==> src/rtl/inv_butterfly_if.sv <==
// -----------------------------------------------------------------------------
// inv_butterfly_if
// Streaming bundle for the inverse radix-2 butterfly.
//
// Handshake: a vector moves across a boundary on a rising clock edge exactly
// when valid && ready are both high. A producer holding valid high keeps its
// payload unchanged until that transfer happens. in_ready may depend
// combinationally on out_ready; valids never depend on ready.
//
// Signals (W-bit samples are Q1.(W-1) two's complement):
//   in_valid / in_ready                  input handshake
//   y_real, y_imag                       forward-butterfly sum output
//   z_real, z_imag                       forward-butterfly difference output
//   tw_real, tw_imag                     forward twiddle (not conjugated)
//   out_valid / out_ready                output handshake
//   a_real, a_imag, b_real, b_imag       recovered operands
//   sat                                  this output's b was clipped
//   sat_sticky                           OR of every delivered sat since reset
// Modports: master = upstream source / downstream sink side, slave = the block.
// -----------------------------------------------------------------------------
interface inv_butterfly_if #(
    parameter int W = 16
);
    logic         in_valid;
    logic         in_ready;
    logic [W-1:0] y_real;
    logic [W-1:0] y_imag;
    logic [W-1:0] z_real;
    logic [W-1:0] z_imag;
    logic [W-1:0] tw_real;
    logic [W-1:0] tw_imag;
    logic         out_valid;
    logic         out_ready;
    logic [W-1:0] a_real;
    logic [W-1:0] a_imag;
    logic [W-1:0] b_real;
    logic [W-1:0] b_imag;
    logic         sat;
    logic         sat_sticky;

    modport master (
        output in_valid, y_real, y_imag, z_real, z_imag, tw_real, tw_imag,
        output out_ready,
        input  in_ready, out_valid, a_real, a_imag, b_real, b_imag,
        input  sat, sat_sticky
    );

    modport slave (
        input  in_valid, y_real, y_imag, z_real, z_imag, tw_real, tw_imag,
        input  out_ready,
        output in_ready, out_valid, a_real, a_imag, b_real, b_imag,
        output sat, sat_sticky
    );
endinterface

==> src/rtl/inv_butterfly.sv <==
// -----------------------------------------------------------------------------
// inv_butterfly
// Pipelined inverse radix-2 butterfly. Given the forward outputs
// y = a + b*w and z = a - b*w plus the forward twiddle w, it recovers
//   a = (y + z) / 2
//   b = (y - z) / 2 * conj(w)
// Three register stages (S1 sum/diff, S2 half and complex product, S3 round
// and saturate). S3 drives the outputs. One global enable stalls every stage
// together, so latency is 3 accepted-to-valid cycles and throughput is one
// vector per cycle.
//
// Ports:
//   clk   in  rising-edge clock
//   rst   in  asynchronous active-high reset; clears every stage and flag
//   bus   inv_butterfly_if.slave (stream in, stream out, sat flags)
// -----------------------------------------------------------------------------
module inv_butterfly #(
    parameter int W = 16
) (
    input  logic            clk,
    input  logic            rst,
    inv_butterfly_if.slave  bus
);
    localparam int SW = W + 1;      // sum/difference width
    localparam int PW = 2 * W + 2;  // product-sum width
    localparam int RW = PW + 1;     // product plus rounding constant

    localparam logic signed [RW-1:0] HALF  = {{(RW-W){1'b0}}, 1'b1, {(W-1){1'b0}}};
    localparam logic signed [RW-1:0] B_MAX = {{(RW-W+1){1'b0}}, {(W-1){1'b1}}};
    localparam logic signed [RW-1:0] B_MIN = {{(RW-W+1){1'b1}}, {(W-1){1'b0}}};

    // Global enable: the output register can take a new value whenever it is
    // empty or being drained this cycle; every earlier stage follows it.
    logic w_en;

    // S1 registers
    logic                 r1_valid;
    logic signed [SW-1:0] r1_s_re, r1_s_im, r1_d_re, r1_d_im;
    logic signed [W-1:0]  r1_tw_re, r1_tw_im;

    // S2 registers
    logic                 r2_valid;
    logic signed [W-1:0]  r2_a_re, r2_a_im;
    logic signed [PW-1:0] r2_pr, r2_pi;

    // S3 registers
    logic                 r3_valid;
    logic [W-1:0]         r3_a_re, r3_a_im, r3_b_re, r3_b_im;
    logic                 r3_sat;
    logic                 r_sat_sticky;

    assign w_en         = !r3_valid || bus.out_ready;
    assign bus.in_ready = w_en;

    // ---------------- S1: sum and difference, sign-extended ----------------
    logic signed [SW-1:0] w_s_re, w_s_im, w_d_re, w_d_im;
    assign w_s_re = {bus.y_real[W-1], bus.y_real} + {bus.z_real[W-1], bus.z_real};
    assign w_s_im = {bus.y_imag[W-1], bus.y_imag} + {bus.z_imag[W-1], bus.z_imag};
    assign w_d_re = {bus.y_real[W-1], bus.y_real} - {bus.z_real[W-1], bus.z_real};
    assign w_d_im = {bus.y_imag[W-1], bus.y_imag} - {bus.z_imag[W-1], bus.z_imag};

    always_ff @(posedge clk or posedge rst) begin
        if (rst) begin
            r1_valid <= 1'b0;
            r1_s_re  <= '0;
            r1_s_im  <= '0;
            r1_d_re  <= '0;
            r1_d_im  <= '0;
            r1_tw_re <= '0;
            r1_tw_im <= '0;
        end else if (w_en) begin
            r1_valid <= bus.in_valid;
            r1_s_re  <= w_s_re;
            r1_s_im  <= w_s_im;
            r1_d_re  <= w_d_re;
            r1_d_im  <= w_d_im;
            r1_tw_re <= bus.tw_real;
            r1_tw_im <= bus.tw_imag;
        end
    end

    // ---------------- S2: halve s, multiply d by conj(tw) ------------------
    // (s + 1) >>> 1 rounds half up; the W+1-bit sum plus one cannot overflow
    // and the halved value always fits W bits.
    logic signed [SW-1:0] w_a_re_t, w_a_im_t;
    assign w_a_re_t = r1_s_re + SW'(1);
    assign w_a_im_t = r1_s_im + SW'(1);

    logic signed [PW-1:0] w_d_re_x, w_d_im_x, w_tw_re_x, w_tw_im_x;
    logic signed [PW-1:0] w_pr, w_pi;
    assign w_d_re_x  = PW'(r1_d_re);
    assign w_d_im_x  = PW'(r1_d_im);
    assign w_tw_re_x = PW'(r1_tw_re);
    assign w_tw_im_x = PW'(r1_tw_im);
    // d * conj(tw): real = dr*wr + di*wi, imag = di*wr - dr*wi
    assign w_pr = w_d_re_x * w_tw_re_x + w_d_im_x * w_tw_im_x;
    assign w_pi = w_d_im_x * w_tw_re_x - w_d_re_x * w_tw_im_x;

    always_ff @(posedge clk or posedge rst) begin
        if (rst) begin
            r2_valid <= 1'b0;
            r2_a_re  <= '0;
            r2_a_im  <= '0;
            r2_pr    <= '0;
            r2_pi    <= '0;
        end else if (w_en) begin
            r2_valid <= r1_valid;
            r2_a_re  <= W'(w_a_re_t >>> 1);
            r2_a_im  <= W'(w_a_im_t >>> 1);
            r2_pr    <= w_pr;
            r2_pi    <= w_pi;
        end
    end

    // ---------------- S3: round, shift by W, saturate ----------------------
    // Shifting by W rather than W-1 folds the /2 of (y-z)/2 into the Q1.(W-1)
    // renormalisation. tw = -1.0 can push the result one step past full scale;
    // that case is caught here and nowhere else.
    logic signed [RW-1:0] w_pr_rnd, w_pi_rnd, w_br_wide, w_bi_wide;
    assign w_pr_rnd  = {r2_pr[PW-1], r2_pr} + HALF;
    assign w_pi_rnd  = {r2_pi[PW-1], r2_pi} + HALF;
    assign w_br_wide = w_pr_rnd >>> W;
    assign w_bi_wide = w_pi_rnd >>> W;

    logic [W-1:0] w_br_sat, w_bi_sat;
    logic         w_sat_re, w_sat_im;

    always_comb begin
        w_br_sat = w_br_wide[W-1:0];
        w_bi_sat = w_bi_wide[W-1:0];
        w_sat_re = 1'b0;
        w_sat_im = 1'b0;
        if (w_br_wide > B_MAX) begin
            w_br_sat = B_MAX[W-1:0];
            w_sat_re = 1'b1;
        end else if (w_br_wide < B_MIN) begin
            w_br_sat = B_MIN[W-1:0];
            w_sat_re = 1'b1;
        end
        if (w_bi_wide > B_MAX) begin
            w_bi_sat = B_MAX[W-1:0];
            w_sat_im = 1'b1;
        end else if (w_bi_wide < B_MIN) begin
            w_bi_sat = B_MIN[W-1:0];
            w_sat_im = 1'b1;
        end
    end

    always_ff @(posedge clk or posedge rst) begin
        if (rst) begin
            r3_valid <= 1'b0;
            r3_a_re  <= '0;
            r3_a_im  <= '0;
            r3_b_re  <= '0;
            r3_b_im  <= '0;
            r3_sat   <= 1'b0;
        end else if (w_en) begin
            r3_valid <= r2_valid;
            r3_a_re  <= r2_a_re;
            r3_a_im  <= r2_a_im;
            r3_b_re  <= w_br_sat;
            r3_b_im  <= w_bi_sat;
            r3_sat   <= w_sat_re || w_sat_im;
        end
    end

    // Sticky flag only counts outputs that were actually delivered.
    always_ff @(posedge clk or posedge rst) begin
        if (rst) begin
            r_sat_sticky <= 1'b0;
        end else if (r3_valid && bus.out_ready) begin
            r_sat_sticky <= r_sat_sticky || r3_sat;
        end
    end

    assign bus.out_valid  = r3_valid;
    assign bus.a_real     = r3_a_re;
    assign bus.a_imag     = r3_a_im;
    assign bus.b_real     = r3_b_re;
    assign bus.b_imag     = r3_b_im;
    assign bus.sat        = r3_sat;
    assign bus.sat_sticky = r_sat_sticky;
endmodule
==> src/flat_wrapper.sv <==
// flat-port wrapper written by rule: the top's interface ports become plain ports
module inv_butterfly_flat 
#(
    parameter int W = 16
)
  (clk, rst, bus_in_valid, bus_y_real, bus_y_imag, bus_z_real, bus_z_imag, bus_tw_real, bus_tw_imag, bus_out_ready, bus_in_ready, bus_out_valid, bus_a_real, bus_a_imag, bus_b_real, bus_b_imag, bus_sat, bus_sat_sticky);
  inv_butterfly_if #(.W(W)) bus_i ();
  input  logic clk;
  input  logic rst;
  input wire logic [$bits(bus_i.in_valid)-1:0] bus_in_valid;
  input wire logic [$bits(bus_i.y_real)-1:0] bus_y_real;
  input wire logic [$bits(bus_i.y_imag)-1:0] bus_y_imag;
  input wire logic [$bits(bus_i.z_real)-1:0] bus_z_real;
  input wire logic [$bits(bus_i.z_imag)-1:0] bus_z_imag;
  input wire logic [$bits(bus_i.tw_real)-1:0] bus_tw_real;
  input wire logic [$bits(bus_i.tw_imag)-1:0] bus_tw_imag;
  input wire logic [$bits(bus_i.out_ready)-1:0] bus_out_ready;
  output wire logic [$bits(bus_i.in_ready)-1:0] bus_in_ready;
  output wire logic [$bits(bus_i.out_valid)-1:0] bus_out_valid;
  output wire logic [$bits(bus_i.a_real)-1:0] bus_a_real;
  output wire logic [$bits(bus_i.a_imag)-1:0] bus_a_imag;
  output wire logic [$bits(bus_i.b_real)-1:0] bus_b_real;
  output wire logic [$bits(bus_i.b_imag)-1:0] bus_b_imag;
  output wire logic [$bits(bus_i.sat)-1:0] bus_sat;
  output wire logic [$bits(bus_i.sat_sticky)-1:0] bus_sat_sticky;
  assign bus_i.in_valid = bus_in_valid;
  assign bus_i.y_real = bus_y_real;
  assign bus_i.y_imag = bus_y_imag;
  assign bus_i.z_real = bus_z_real;
  assign bus_i.z_imag = bus_z_imag;
  assign bus_i.tw_real = bus_tw_real;
  assign bus_i.tw_imag = bus_tw_imag;
  assign bus_i.out_ready = bus_out_ready;
  assign bus_in_ready = bus_i.in_ready;
  assign bus_out_valid = bus_i.out_valid;
  assign bus_a_real = bus_i.a_real;
  assign bus_a_imag = bus_i.a_imag;
  assign bus_b_real = bus_i.b_real;
  assign bus_b_imag = bus_i.b_imag;
  assign bus_sat = bus_i.sat;
  assign bus_sat_sticky = bus_i.sat_sticky;
  inv_butterfly #(.W(W)) u_core (.clk(clk), .rst(rst), .bus(bus_i));
endmodule
==> config.mk <==
export PLATFORM = sky130hd
export DESIGN_NAME = inv_butterfly_flat
export DESIGN_NICKNAME = d
export VERILOG_FILES = /design/src/rtl/inv_butterfly_if.sv /design/src/rtl/inv_butterfly.sv /design/src/flat_wrapper.sv
export SDC_FILE = /design/constraint.sdc
export NUM_CORES = 2
export LEC_CHECK = 0
export ABC_CLOCK_PERIOD_IN_PS = 10250
export CAP_MARGIN = 20
export CORE_MARGIN = 2
export CORE_UTILIZATION = 40
export CTS_CLUSTER_DIAMETER = 200
export CTS_CLUSTER_SIZE = 40
export DETAILED_ROUTE_END_ITERATION = 8
export DONT_BUFFER_PORTS = 1
export PLACE_DENSITY = 0.62
export SKIP_CTS_REPAIR_TIMING = 1
export SLEW_MARGIN = 5
export SYNTH_ARGS = -nofsm -noshare
export SYNTH_HDL_FRONTEND = slang
export SYNTH_SLANG_ARGS = --single-unit
==> constraint.sdc <==
create_clock -name clk -period 10.25 [get_ports clk]
set_clock_uncertainty 0.1 [all_clocks]
set_input_delay 2.5625 -clock clk [delete_from_list [all_inputs] [get_ports clk]]
set_output_delay 2.5625 -clock clk [all_outputs]
set_load 0.05 [all_outputs]
==> metrics.cfg <==
[critical_path]
worstPathArrival_ps=9890
worst-r2r-cell-count=27
path_max_fanout=17
crit_path_end_kind=register
r2r-start=u_core.r1_d_re[16]$_DFFE_PP0P_
crit_required_ps=10630
critPathMaxStageDelay_ps=790
crit_type=register to register
r2r_slack_ps=730
critPathTopFamily=adder cells
timing.rr.end=u_core.r2_pr[33]$_DFFE_PP0P_
cp-start-kind=register
path_common_cell=fa_1
worst-path-buf-inv=4
cp_slowest_cell=dfrtp_1

[floorplanning]
dieArea_um2=144000
initial_core_util_pct=40.3
row_count=137
io-pin-count=168
core_area_um2=140000
die_height_um=379
die_w_um=379

[placement]
place_congestion=0.890
hpwl_mm=119
port_buffers=0

[timing]
period_needed_ps=9520
period_share_pct=92.9
fmax_mhz=105
rsz0062_at_grt=no
tightest_slew_ps=1180
slew_violations=0
hold_viol=0
finalSetupViolations=0
setup_tns_ps=0
maxSlewHeadroom_pct=21.3

[route]
vias=40900
drc=0
drt_pre_antenna_iters=6
first_iter_violations=2806
wl_mm=145
wl_per_cell_um=18.0
post_drt_via_cell_ratio=5.08
drtAntennaViolNets=0

[cells_and_area]
areaGrowthSynthToFinish_pct=4.22
multi_input_area_um2=44200
layout-drive-gt1-share_pct=2.48
seq_area_um2=5930
layout.nets=7845
fillers=13900

[yosys]
synth-seq-area-share_pct=10.5
synth.avg_cell_area_um2=8.85
synth_enable_flop_cells=0
ys_ff_latch=237
ys_warn_count=0
async_reset_ff_share_pct=100
synth_area_um2=56300
synthCells=6356
synth_cell_types=91
dominantRegCellSynth=dfrtp_1
synthesis.nets=8032

[clock_tree]
cts.path.max_buffers=3
cts_buffers=11
path_clk_slew_ps=160
cts_sinks=237
cts_tree=done
htree_levels=1
clk_latency_ps=570
cts-root-buf=clkbuf_16

[hold_path]
hold_class=register to register
worst_hold_startpoint=u_core.r2_a_re[11]$_DFFE_PP0P_
hold_end=u_core.bus.a_real[11]$_DFFE_PP0P_
holdPathStages=2

[flow_run]
cap_violations=0

[grt]
grtUsageTotal_pct=20.9
antenna_found_initial=4
grt_pass1_vias=43100
grt_first_pass_wirelength_mm=237
grt_max_degree=158
grt_overflow=0

[status]
run_status=finished clean

kinds of logic after synthesis:
kind of cell,synth area share [%]
AOI/OAI and AO/OA,7.67
xor gates and xnor gates,4.20
adders and majority gates,49.8
buffers and inverters,10.9
DFF,10.5
muxes,0.0756
and+or+nand+nor,16.8
state kept, by name, summed over array words and instances (netlist names):
name	cells
u_core.r1_valid	1
u_core.r2_a_im	16
u_core.bus.a_imag	16
u_core.r2_valid	1
u_core.r1_s_re	16
u_core.r1_tw_re	16
u_core.r2_pi	19
u_core.bus.sat	1
u_core.bus.out_valid	1
u_core.r2_a_re	16
u_core.r1_d_re	17
u_core.r1_d_im	17
u_core.bus.b_real	16
u_core.r1_tw_im	16
u_core.bus.b_imag	16
u_core.bus.sat_sticky	1
u_core.r2_pr	19
u_core.bus.a_real	16
u_core.r1_s_im	16
final cells by class:
type	count	area share (%)
Multi-Input combinational cell	4494	75.4
Inverter	1329	8.53
Sequential cell	237	10.1
Tap cell	1876	4.00
Clock buffer	11	0.469
Timing Repair Buffer	96	1.31
Clock inverter	4	0.147
Antenna cell	1	0.00427
synthesized netlist by cell type, types with 30 or more instances:
library cell	n	share of area (%)
fa_1	1108	39
clkbuf_1	282	1.9
nand2_1	919	6.1
dfrtp_1	237	11
o21ai_0	118	1.0
a21oi_1	193	1.7
inv_1	1327	8.9
ha_1	468	10
nand3_1	71	0.63
nor2_1	237	1.6
xnor2_1	187	2.9
o21ai_1	31	0.28
nor3_1	53	0.47
xor2_1	83	1.3
o22a_1	30	0.47
and2_1	513	5.7
a21o_1	60	0.80
nand2b_1	46	0.51
worst min-delay path: cells and delay by family, from the launching register on:
family | cells | cell delay [ps]
flip-flops | 1 | 370
AND/OR/NAND/NOR | 2 | 110
metrics by stage:
step | util [%] | cell area [um^2] | std cells | setup WS, ps | hold WS, ps
3_3_place_gp | 41.7 | 58200 | 8030 | 1190 | 349
3_5_place_dp | 41.8 | 58300 | 8031 | 1020 | 360
5_1_grt | 42.0 | 58600 | 8047 | 270 | 411
6_report | 42.0 | 58600 | 8048 | 733 | 381
4_1_cts | 42.0 | 58600 | 8046 | 927 | 378
2_1_floorplan | - | 56300 | 6356 | 1080 | 330
placed cells by master, fill, tap and decap left out, drive strengths merged, types with 5 or more instances in the layout:
master	synthesis	layout
xnor2	187	187
o31a	10	10
and2	513	513
o21a	28	28
a21oi	195	195
a31oi	24	24
a221oi	6	6
or2	18	18
a211oi	20	20
xor2	83	83
a211o	10	10
nand3	72	72
a21o	60	60
o31ai	18	18
o21bai	27	27
o211ai	16	16
nor2	237	237
o22a	31	31
nor3b	6	6
o311ai	6	6
nand2b	46	46
or3	9	9
a41oi	6	6
nor4	6	6
ha	468	468
nor3	53	53
or4	5	5
dfrtp	237	237
and3	29	29
nand2	920	920
o21ai	150	150
and4	10	10
inv	1327	1330
fa	1108	1108
clkbuf	282	11
buf	14	96
nand4	20	20
a31o	8	8
nor2b	26	26
metal layers:
| layer | track usage [%] | up-vias | routed length [um] |
|---|---|---|---|
| met5 | 0 | - | 55 |
| met4 | 6.96 | 8 | 5400 |
| met3 | 3.98 | 169 | 10100 |
| met2 | 33.6 | 1145 | 66900 |
| met1 | 28.4 | 20700 | 62400 |
| li1 | - | 18800 | - |
how the worst max path moves through the flow:
stage	from	endpoint	slack, ps	cells past startpoint
after floorplan	rst	u_core.bus.a_imag[0]$_DFFE_PP0P_	1080	1
after global routing	u_core.r1_d_re[16]$_DFFE_PP0P_	u_core.r2_pr[33]$_DFFE_PP0P_	270	27
after CTS	u_core.r1_d_re[16]$_DFFE_PP0P_	u_core.r2_pr[33]$_DFFE_PP0P_	930	27
final	u_core.r1_d_re[16]$_DFFE_PP0P_	u_core.r2_pr[33]$_DFFE_PP0P_	730	27
after global placement	u_core.r1_d_re[16]$_DFFE_PP0P_	u_core.r2_pr[33]$_DFFE_PP0P_	1190	27
after detailed placement	u_core.r1_d_re[16]$_DFFE_PP0P_	u_core.r2_pr[33]$_DFFE_PP0P_	1020	27
Power is not shown: default switching activity piles up to over one toggle a cycle in this logic, so the estimate is an artifact.
